### config.mk
export PLATFORM = sky130hd
export DESIGN_NAME = uart_cmd_ctrl
export DESIGN_NICKNAME = d
export VERILOG_FILES = /design/src/rtl/uart_cmd_ctrl.sv
export SDC_FILE = /design/constraint.sdc
export NUM_CORES = 1
export LEC_CHECK = 0
export ABC_AREA = 1
export CAP_MARGIN = 25
export CORE_MARGIN = 2
export CORE_UTILIZATION = 40
export DETAILED_ROUTE_END_ITERATION = 16
export PLACE_DENSITY = 0.61
export REMOVE_ABC_BUFFERS = 1
export SYNTH_ARGS = -nofsm -noshare
export SYNTH_HDL_FRONTEND = slang
export SYNTH_SLANG_ARGS = --single-unit
### constraint.sdc
create_clock -name clk -period 2.1 [get_ports clk]
set_input_delay 0.525 -clock clk [delete_from_list [all_inputs] [get_ports clk]]
set_output_delay 0.525 -clock clk [all_outputs]
set_load 0.1 [all_outputs]
### src/rtl/uart_cmd_ctrl.sv
// UART command controller: assembles SYNC/ADDR/DATA[/CSUM] frames into a 4-entry register bank.
// Latency: last byte at N, COMMIT at N+1, wr_en and outputs at N+2. No backpressure; bytes arriving in COMMIT are dropped.
// Optional checksum byte enabled by UART_CMD_CHECKSUM_EN.
module uart_cmd_ctrl #(
  parameter logic [7:0] SYNC_BYTE      = 8'hA5,
  parameter int         TIMEOUT_CYCLES = 2080,
  parameter int         CNT_W          = 12
) (
  input  logic        clk,
  input  logic        rst,
  input  logic [7:0]  rx_data,
  input  logic        rx_valid,
  output logic [7:0]  led_out,
  output logic [23:0] cfg_out,
  output logic        wr_en,
  output logic [1:0]  wr_addr,
  output logic [7:0]  wr_data,
  output logic        cmd_error,
  output logic        busy,
  output logic [7:0]  good_count,
  output logic [7:0]  err_count
);

  localparam logic [CNT_W-1:0] TMO_LAST = CNT_W'(TIMEOUT_CYCLES - 1);

`ifdef UART_CMD_CHECKSUM_EN
  typedef enum logic [2:0] {S_IDLE, S_ADDR, S_DATA, S_CSUM, S_COMMIT} state_t;
`else
  typedef enum logic [2:0] {S_IDLE, S_ADDR, S_DATA, S_COMMIT} state_t;
`endif

  state_t           state, state_nxt;
  logic [7:0]       addr_q, data_q;
  logic [7:0]       regs [4];
  logic [CNT_W-1:0] tmo_cnt;
  logic             tmo_exp;
  logic             tmo_hit;
  logic             latch_addr, latch_data;
  logic             commit_good, commit_bad;
  logic             csum_ok;

`ifdef UART_CMD_CHECKSUM_EN
  logic csum_q;
  logic latch_csum;
  assign csum_ok = csum_q;
`else
  assign csum_ok = 1'b1;
`endif

  assign tmo_exp = (tmo_cnt == TMO_LAST);

  always_ff @(posedge clk) begin
    if (rst) state <= S_IDLE;
    else     state <= state_nxt;
  end

  always_comb begin
    state_nxt   = state;
    latch_addr  = 1'b0;
    latch_data  = 1'b0;
    tmo_hit     = 1'b0;
    commit_good = 1'b0;
    commit_bad  = 1'b0;
`ifdef UART_CMD_CHECKSUM_EN
    latch_csum  = 1'b0;
`endif
    case (state)
      S_IDLE: begin
        if (rx_valid && rx_data == SYNC_BYTE) state_nxt = S_ADDR;
      end
      S_ADDR: begin
        if (rx_valid) begin
          latch_addr = 1'b1;
          state_nxt  = S_DATA;
        end else if (tmo_exp) begin
          tmo_hit   = 1'b1;
          state_nxt = S_IDLE;
        end
      end
      S_DATA: begin
        if (rx_valid) begin
          latch_data = 1'b1;
`ifdef UART_CMD_CHECKSUM_EN
          state_nxt  = S_CSUM;
`else
          state_nxt  = S_COMMIT;
`endif
        end else if (tmo_exp) begin
          tmo_hit   = 1'b1;
          state_nxt = S_IDLE;
        end
      end
`ifdef UART_CMD_CHECKSUM_EN
      S_CSUM: begin
        if (rx_valid) begin
          latch_csum = 1'b1;
          state_nxt  = S_COMMIT;
        end else if (tmo_exp) begin
          tmo_hit   = 1'b1;
          state_nxt = S_IDLE;
        end
      end
`endif
      S_COMMIT: begin
        // any rx_valid seen here is intentionally ignored
        if (addr_q[7:2] == 6'd0 && csum_ok) commit_good = 1'b1;
        else                                commit_bad  = 1'b1;
        state_nxt = S_IDLE;
      end
      default: state_nxt = S_IDLE;
    endcase
  end

  always_ff @(posedge clk) begin
    if (rst) begin
      addr_q     <= 8'd0;
      data_q     <= 8'd0;
      regs[0]    <= 8'd0;
      regs[1]    <= 8'd0;
      regs[2]    <= 8'd0;
      regs[3]    <= 8'd0;
      tmo_cnt    <= '0;
      wr_en      <= 1'b0;
      wr_addr    <= 2'd0;
      wr_data    <= 8'd0;
      cmd_error  <= 1'b0;
      good_count <= 8'd0;
      err_count  <= 8'd0;
`ifdef UART_CMD_CHECKSUM_EN
      csum_q     <= 1'b0;
`endif
    end else begin
      wr_en     <= commit_good;
      cmd_error <= commit_bad | tmo_hit;

      if (rx_valid || state == S_IDLE) tmo_cnt <= '0;
      else                             tmo_cnt <= tmo_cnt + CNT_W'(1);

      if (latch_addr) addr_q <= rx_data;
      if (latch_data) data_q <= rx_data;
`ifdef UART_CMD_CHECKSUM_EN
      if (latch_csum) csum_q <= (rx_data == (addr_q ^ data_q ^ SYNC_BYTE));
`endif

      if (commit_good) begin
        regs[addr_q[1:0]] <= data_q;
        wr_addr           <= addr_q[1:0];
        wr_data           <= data_q;
        good_count        <= good_count + 8'd1;
      end

      if ((commit_bad || tmo_hit) && err_count != 8'hFF) err_count <= err_count + 8'd1;
    end
  end

  assign led_out = regs[0];
  assign cfg_out = {regs[3], regs[2], regs[1]};
  assign busy    = (state != S_IDLE);

endmodule

==> summary.txt, run 1 <==
status: complete, no violations
Root Driver: clkbuf_8
Arr. time, crit path: 2070 ps
Chip Height: 99.5 um
port buffer count: 71
critical path's slowest cell: nor2_1
# IOs: 72
initial core utilization: 41.6%
WP buf/inv: 1
Required @ worst endpoint: 2380 ps
CP max FO: 12
ys async rst share: 0%
CP Launch Type: input pin
CP max stage delay: 700 ps
via/cell ratio: 4.78
dominant synthesized flop cell: dfxtp_1
Vias: 2812
Worst-Skew Late Latency: 350 ps
Sink Count: 91
f_max: 559 MHz
All-Layer GR Usage: 16.1%
pwr dens: 690 nW/um2
hold_ws: 453 ps
Yosys top cell area share: 32.4%
Tmin final: 1790 ps
Finished Layout Cells: 588
Routed Antenna Nets: 0
final WL: 7.74 mm
ant diodes: 0
Crit Path Class: in -> reg
Post-synth EDFFs: 32
Cells after DPL: 572
Post-DP HPWL: 5.76 mm
Power Total: 3.19 mW
CTS H-tree lvls: 3
First-pass DRT Iterations: 4
largest area contributor in the netlist: dfxtp_1
Hold Fails Final Rpt: 0
worst vdd ir: 0.325 mV
Post-Syn Area per Cell: 9.42 um2
synth unique cells: 34
fraction of layout instances using a drive strength above 1: 23.1%
top cells by area, synth: dfxtp_1 (32%), edfxtp_1 (26%), nor2_1 (6.4%)
hold crit path type: reg -> reg
first-pass GRT wire length: 12.6 mm
Rel. slew slack: 47.1%
PostCTS Resize Cnt: 0
die area: 9890 um2
mapped cell area: 3650 um2
Setup-failing EPs final: 0
fin. max-slew vios: 0
Setup Skew: 9.43 ps
pin count of the biggest net entering global routing: 20
synth-to-layout area growth: 26.8%
Post-CTS Hold Fix Bufs: 0
clock-pin transition on the worst setup and hold timing paths: 80 ps
routed len/inst: 13.2 um
layout net count: 489
Slew @ Worst Pin: 791 ps
Die X: 99.5 um
max-cap violation count: 0
Post-synth top cells: nor2_1 (62), dfxtp_1 (59), nand2_1 (53)
Tcrit/Tclk final: 85.2%
Warnings, synthesis: 0
drt initial violations: 106
total core area: 8760 um2
DRC Markers: 0
GRT overflow: 0
initial antenna violation count: 0
setup ws final: 310 ps
critical path cell sequence: clkdlybuf4s50_1 -> nor2_1 -> nand2_1 -> o21ai_0
GP Congestion: 0.779
unrepaired setup endpoints after global routing: false
CTS tree: done
number of cell rows: 34
post-synthesis sequential area ratio: 58.8%
Setup Fix Bufs, Post-CTS: 0
Top delay family on crit path: simple AND/OR/NAND/NOR gates
Max Root-Sink Buffers: 2
#FFs+latches synth: 91
leakage power: 1.76 nW
post-synthesis cell count: 387
CP endpoint kind: flop
most numerous cell in the Yosys netlist: nor2_1
CTS Buf Count: 9
DP Worst Slack: -34.6 ps
number of global-route vias before repair: 2662
-- worst reg2reg max path, stage by stage, from the launching register on --
cell     delay [ps]
dfxtp_1         320
nor2_1          140
nand3_2         190
nor2_8          190
inv_4            80
nor2_8          150
nand3_4          80
nand2_1         290
-- metrics by stage --
step / area [um2] / utilization (%) / setup TNS, ps
floorplan: 3590 / - / -1020
global placement: 4460 / 50.9 / 0
detailed placement: 4460 / 50.9 / -623
CTS: 4620 / 52.7 / 0
global route: 4620 / 52.7 / 0
finish: 4620 / 52.7 / 0
-- where the power goes --
part           internal (mW)  switching (mW)  total, mW
logic                 0.0717           0.251      0.323
registers               1.85          0.0120       1.86
clock network          0.423           0.583       1.01
total                   2.34           0.846       3.19
-- state kept, by name, indices dropped and copies added, names as in the netlist --
signal	flops
regs	32
tmo_cnt	12
addr_q	8
data_q	8
err_count	8
good_count	8
wr_data	8
state	3
wr_addr	2
cmd_error	1
wr_en	1
-- metal layers --
metal / global-route usage, % / wire length, um / part of all wire (%)
met5: 0 / 0 / 0
met4: 6.01 / 42 / 0.54
met3: 3.58 / 372 / 4.8
met2: 24.7 / 3500 / 45
met1: 22.5 / 3820 / 49
-- cell families (layout without fill, tap and decap cells) --
logic type      after synthesis  in the layout  synth area share [%]
fa+ha+maj                     3              3                  1.03
xor+xnor                      7              7                  1.68
buf+inv                      46            139                  5.63
simple gates                168            168                  22.5
compound gates               71             71                  10.3
flops                        91             91                  58.8
other cells                   1              1                 0.103
-- placed cells by master, fill, tap and decap left out, types with 2 or more instances in the layout --
master and n:
nand2_1 53, dfxtp_1 59, clkbuf_8 9, nand3_4 3
nand4_1 4, clkinv_1 2, nor3b_1 3, ha_1 3
inv_1 37, clkdlybuf4s50_1 10, xor2_1 5, edfxtp_1 32
a21oi_1 34, o21ai_0 31, o21ai_2 3, nor2_2 8
nor2_1 62, nand3_1 21, xnor2_1 2, nand3_2 2
nor2_8 2, clkbuf_1 2, buf_12 6, nor3_1 4
clkinvlp_4 3, nand2_2 2, buf_4 68
-- worst paths after layout --
kind	from	endpoint	slack [ps]	depth (start not counted)
worst min register to register	tmo_cnt[0]	tmo_cnt[0]	450	1
worst max-delay path	rst	wr_data[4]	310	4
worst max register to register	addr_q[2]	regs[0][0]	350	7
worst min-delay path	tmo_cnt[0]	tmo_cnt[0]	450	1
-- area by class of cell --
type / instances / area, um2
clock buffers: 11 / 131
clock inverters: 5 / 30.0
fillers: 808 / 4140
inverters: 39 / 154
multi-input cells: 250 / 1300
flip-flops and latches: 91 / 2140
well taps: 108 / 135
repair buffers: 84 / 731
Power figures use the tool's default switching activity.
==> run 2: changes to the inputs <==
--- a/config.mk
+++ b/config.mk
@@ -7,11 +7,11 @@
 export LEC_CHECK = 0
 export ABC_AREA = 1
 export CAP_MARGIN = 25
+export CORE_ASPECT_RATIO = 0.9
 export CORE_MARGIN = 2
 export CORE_UTILIZATION = 40
 export DETAILED_ROUTE_END_ITERATION = 16
 export PLACE_DENSITY = 0.61
-export REMOVE_ABC_BUFFERS = 1
 export SYNTH_ARGS = -nofsm -noshare
 export SYNTH_HDL_FRONTEND = slang
 export SYNTH_SLANG_ARGS = --single-unit
==> run 2 against run 1 <==
Effect of this change:
- non-clock buffer count fell by 1
- critical endpoint is now busy
- fmax rose by 2.3%
- clock-buffer cell count fell by 2
- largest power group unchanged
- clock skew rose by 6.8 ps
- combinational power fell by 1%
==> summary.txt, run 2 (synthesized netlist as in run 1, its figures left out) <==
f_max: 572 MHz (+2.3%)
port buffer count: 71 (unchanged)
Slew @ Worst Pin: 767 ps (-23.8 ps)
Rel. slew slack: 48.7% (+1.6 points)
drt initial violations: 93 (-12%)
final WL: 7.79 mm (+0.67%)
Setup-failing EPs final: 0 (unchanged)
All-Layer GR Usage: 16.2% (+0.096 points)
DRC Markers: 0 (unchanged)
unrepaired setup endpoints after global routing: false
Sink Count: 91 (unchanged)
total core area: 9000 um2 (+2.7%)
fraction of layout instances using a drive strength above 1: 24.2% (+1.1 points)
layout net count: 488 (-0.20%)
First-pass DRT Iterations: 4 (unchanged)
status: complete, no violations
number of cell rows: 33 (-2.9%)
routed len/inst: 13.0 um (-1.5%)
top flop regs: regs: 32 flops, tmo_cnt: 12 flops
Tmin final: 1750 ps (-41.1 ps)
ant diodes: 0 (unchanged)
Chip Height: 94.6 um (-4.9%)
pwr dens: 740 nW/um2 (+7.3%)
Crit Path Class: reg -> out
number of global-route vias before repair: 2616 (-1.7%)
Hold Fails Final Rpt: 0 (unchanged)
setup tns final: 0 ps (unchanged)
GRT overflow: 0 (unchanged)
most frequent cells in the layout: buf_4 (67), nor2_1 (62), dfxtp_1 (57)
dpl cell area: 4470 um2 (+0.28%)
Vias: 2799 (-0.46%)
Arr. time, crit path: 1220 ps (-850 ps)
Tcrit/Tclk final: 83.3% (-2.0 points)
Syn Nets: 401
hold crit path type: reg -> reg
worst vdd ir: 0.349 mV (+7.2%)
CTS tree: done
# IOs: 72 (unchanged)
Required @ worst endpoint: 1570 ps (-810 ps)
Worst-Skew Late Latency: 350 ps (about the same)
initial core utilization: 40.5% (-1.1 points)
max-cap violation count: 0 (unchanged)
Routed Antenna Nets: 0 (unchanged)
most common cell after layout, fill and taps aside: buf_4
GP Congestion: 0.809 (+3.8%)
leakage power: 1.80 nW (+2.0%)
Root Driver: clkbuf_8
via/cell ratio: 4.66 (-2.6%)
initial antenna violation count: 0 (unchanged)
die area: 9900 um2 (about the same)
Max Root-Sink Buffers: 2 (unchanged)
clock-pin transition on the worst setup and hold timing paths: 90 ps (about the same)
PostCTS Resize Cnt: 0 (unchanged)
Post-CTS Hold Fix Bufs: 0 (unchanged)
Setup Skew: 16.3 ps (+6.85 ps)
CP Launch Type: flop
Die X: 105 um (+5.2%)
post-route design area: 4690 um2 (+1.5%)
fin. max-slew vios: 0 (unchanged)
Setup Fix Bufs, Post-CTS: 0 (unchanged)
synth-to-layout area growth: 28.7%
CP endpoint kind: output pin
CP max FO: 4 (-8)
max reg flops: 32 (unchanged)
pin count of the biggest net entering global routing: 24 (+20%)
CTS H-tree lvls: 3 (unchanged)
first-pass GRT wire length: 12.5 mm (-0.82%)
largest reg by FF count: regs
CTS Buf Count: 9 (unchanged)
Post-DP HPWL: 5.80 mm (+0.57%)
-- run 2: metrics by stage --
| stage | util (%) | instances | total power, mW | setup slack, ps | hold WS [ps] |
|---|---|---|---|---|---|
| after floorplan | - | 387 | 2.13 | 23.7 | 418 |
| final | 52.1 | 601 | 3.47 | 351 | 455 |
| after CTS | 52.1 | 601 | 3.50 | 345 | 457 |
| after detailed placement | 49.7 | 585 | 2.22 | 48.0 | 440 |
| after global routing | 52.1 | 601 | 3.59 | 257 | 488 |
| after global placement | 49.7 | 585 | 2.22 | 107 | 431 |
-- run 2: final timing paths --
| path | slack, ps | start | end | cells past startpoint |
|---|---|---|---|---|
| worst min-delay path | 460 | tmo_cnt[0] | tmo_cnt[0] | 1 |
| worst max register to register | 420 | addr_q[4] | regs[0][0] | 7 |
| worst max-delay path | 350 | state[1] | busy | 3 |
| worst min register to register | 460 | tmo_cnt[0] | tmo_cnt[0] | 1 |
-- run 2: report_power, final --
group	internal [mW]	total, mW	leakage [nW]	switching, mW
sequential	1.85	1.86	0.807	0.0123
clock	0.678	1.29	0.111	0.617
combinational	0.0707	0.319	0.882	0.249
total	2.60	3.47	1.80	0.877
-- run 2: layout make-up --
class | count | area (um2)
Clock buffer | 9 | 124
Clock inverter | 7 | 96.3
Fill cell | 866 | 4310
Inverter | 39 | 154
Multi-Input combinational cell | 250 | 1300
Sequential cell | 91 | 2140
Tap cell | 122 | 153
Timing Repair Buffer | 83 | 723
-- run 2: critical path, stage by stage, from the launching register on --
cell and delay [ps]:
dfxtp_1 410, inv_1 80, nand2_1 180, buf_12 200
-- run 2: routing by layer --
metal / share of wire (%) / track usage, % / vias up
li1: - / - / 1455
met1: 47 / 21.9 / 1271
met2: 46 / 26.3 / 69
met3: 5.6 / 3.45 / 4
met4: 0.76 / 5.33 / 0
met5: 0 / 0 / -
==> run 3: changes to the inputs <==
==> constraint.sdc (replaced) <==
create_clock -name clk -period 1.65 [get_ports clk]
set_input_delay 0.4125 -clock clk [delete_from_list [all_inputs] [get_ports clk]]
set_output_delay 0.4125 -clock clk [all_outputs]
set_load 0.1 [all_outputs]
==> run 3 against run 2 <==
Effect of this change:
- global-route usage rose by 0.84 points
- utilization rose by 9.3 points
- clock-buffer cell count did not move
- sequential power rose by 28%
- power rose by 29%
- clock skew rose by 1.7 ps
- register-to-register slack got worse by 320 ps
- setup slack got worse by 250 ps
- critical path type is now reg -> reg
- critical endpoint is now regs[1][6]
- largest power group unchanged
==> summary.txt, run 3 (synthesized netlist as in run 1, its figures left out) <==
Sink Count: 91 (unchanged)
number of cell rows: 33 (unchanged)
unrepaired setup endpoints after global routing: false
Seq pwr share: 53.1% (-0.4 points)
Chip Height: 94.6 um (unchanged)
CTS H-tree lvls: 3 (unchanged)
final WL: 8.06 mm (+3.5%)
CTS Buf Count: 9 (unchanged)
ant diodes: 0 (unchanged)
CP Launch Type: flop
most common cell after layout, fill and taps aside: buf_12
# IOs: 72 (unchanged)
DRC Markers: 0 (unchanged)
hold crit path type: reg -> reg
largest reg by FF count: regs
most frequent cells in the layout: buf_12 (63), nor2_1 (59), nand2_1 (48)
setup ws final: 98.4 ps (-253 ps)
Tmin final: 1550 ps
Setup Fix Bufs, Post-CTS: 0 (unchanged)
Reg-to-Reg Start: addr_q[2]
CP max stage delay: 320 ps (-90 ps)
CP max FO: 8 (+4)
Root Driver: clkbuf_8
port buffer count: 71 (unchanged)
synth-to-layout area growth: 51.8%
number of global-route vias before repair: 2738 (+4.7%)
CTS tree: done
pwr dens: 809 nW/um2 (+9.3%)
max reg flops: 32 (unchanged)
routed len/inst: 13.2 um (+2.1%)
GRT overflow: 0 (unchanged)
Comb power frac: 11.0% (+1.8 points)
top flop regs: regs: 32 flops, tmo_cnt: 12 flops
CP endpoint kind: flop
Hold Fails Final Rpt: 0 (unchanged)
First-pass DRT Iterations: 4 (unchanged)
leakage power: 2.04 nW (+13%)
clock-pin transition on the worst setup and hold timing paths: 110 ps (+20 ps)
max-cap violation count: 0 (unchanged)
f_max: 644 MHz
total core area: 9000 um2 (unchanged)
Post-CTS Hold Fix Bufs: 0 (unchanged)
DP Worst Slack: -234 ps (-282 ps)
clock power share: 35.8% (-1.5 points)
Setup-failing EPs final: 0 (unchanged)
Syn Nets: 401 (unchanged)
Worst-Skew Late Latency: 370 ps (+20 ps)
Post-DP HPWL: 6.03 mm (+4.0%)
fraction of layout instances using a drive strength above 1: 31.0% (+6.8 points)
pin count of the biggest net entering global routing: 22 (-8.3%)
cell mode on critical path: nor2_8
critical path's slowest cell: dfxtp_1
critical path cell sequence: nor2_1 -> nand3_2 -> nor2_8 -> inv_4 -> nor2_8 -> nand3_4 -> nand2_1 -> buf_12
die area: 9900 um2 (unchanged)
drt initial violations: 210 (+130%)
via/cell ratio: 4.74 (+1.7%)
GP Congestion: 0.865 (+6.9%)
All-Layer GR Usage: 17.1% (+0.84 points)
Vias: 2884 (+3.0%)
internal power: 3.26 mW (+26%)
initial core utilization: 40.5% (unchanged)
Die X: 105 um (unchanged)
Arr. time, crit path: 1660 ps (+440 ps)
status: complete, no violations
fin. max-slew vios: 0 (unchanged)
layout net count: 496 (+1.6%)
setup tns final: 0 ps (unchanged)
initial antenna violation count: 0 (unchanged)
Max Root-Sink Buffers: 2 (unchanged)
Crit Path Class: reg -> reg
Routed Antenna Nets: 0 (unchanged)
Crit. Startpoint: addr_q[2]
Required @ worst endpoint: 1750 ps (+180 ps)
Tcrit/Tclk final: 94.0%
Setup Skew: 17.9 ps (+1.66 ps)
Sw Ratio: 27.1% (+1.8 points)
worst vdd ir: 0.673 mV (+93%)
switching pwr: 1.21 mW (+38%)
hold_sp: tmo_cnt[0]
fillers: 739 (-15%)
first-pass GRT wire length: 13.3 mm (+6.3%)
## run 3: repair_timing
item	4_1_cts	5_1_grt
resized for setup	1	11
cloned	0	1
endpoints found under the setup margin	2	30
pin swaps	0	3
## run 3: per-stage QoR
| step | power, mW | instance area, um2 | cells | hold WS (ps) | util, % |
|---|---|---|---|---|---|
| 2_1_floorplan | 2.71 | 3690 | 387 | 418 | - |
| 3_3_place_gp | 2.92 | 5280 | 592 | 428 | 58.7 |
| 3_5_place_dp | 2.92 | 5280 | 592 | 450 | 58.7 |
| 4_1_cts | 4.52 | 5500 | 608 | 463 | 61.1 |
| 5_1_grt | 4.63 | 5530 | 609 | 437 | 61.5 |
| 6_report | 4.48 | 5530 | 609 | 423 | 61.5 |
## run 3: power by group through the flow
stage / Combinational, mW / Sequential (mW) / Clock (mW)
2_1_floorplan: 0.0915 / 2.62 / 0
3_5_place_dp: 0.494 / 2.43 / 0
4_1_cts: 0.496 / 2.38 / 1.64
5_1_grt: 0.516 / 2.38 / 1.73
3_3_place_gp: 0.491 / 2.43 / 0
6_report: 0.494 / 2.38 / 1.60
## run 3: worst paths after layout
kind	endpoint	slack, ps	depth (start not counted)
min	tmo_cnt[0]	420	1
min reg2reg	tmo_cnt[0]	420	1
max reg2reg	regs[1][6]	100	8
max	regs[1][6]	100	8
## run 3: critical path, delay by kind of cell, from the launching register on
kind,cells,cell delay (ps)
DFF,1,320
buffers and inverters,2,200
and+or+nand+nor,6,780
## run 3: cell type report
cell class              instances  area, um2  area share (%)
clock buffers                   9        124            2.24
clock inverters                 7       90.1            1.63
inverters                      39        154            2.78
multi-input cells             250       1340            24.3
flip-flops and latches         91       2170            39.2
well taps                     122        153            2.76
repair buffers                 91       1500            27.1
## run 3: layer usage
metal  GRT usage, %  wire [um]
met5              0          0
met4           4.89         78
met3           5.18        432
met2           28.7       3910
met1           21.5       3640
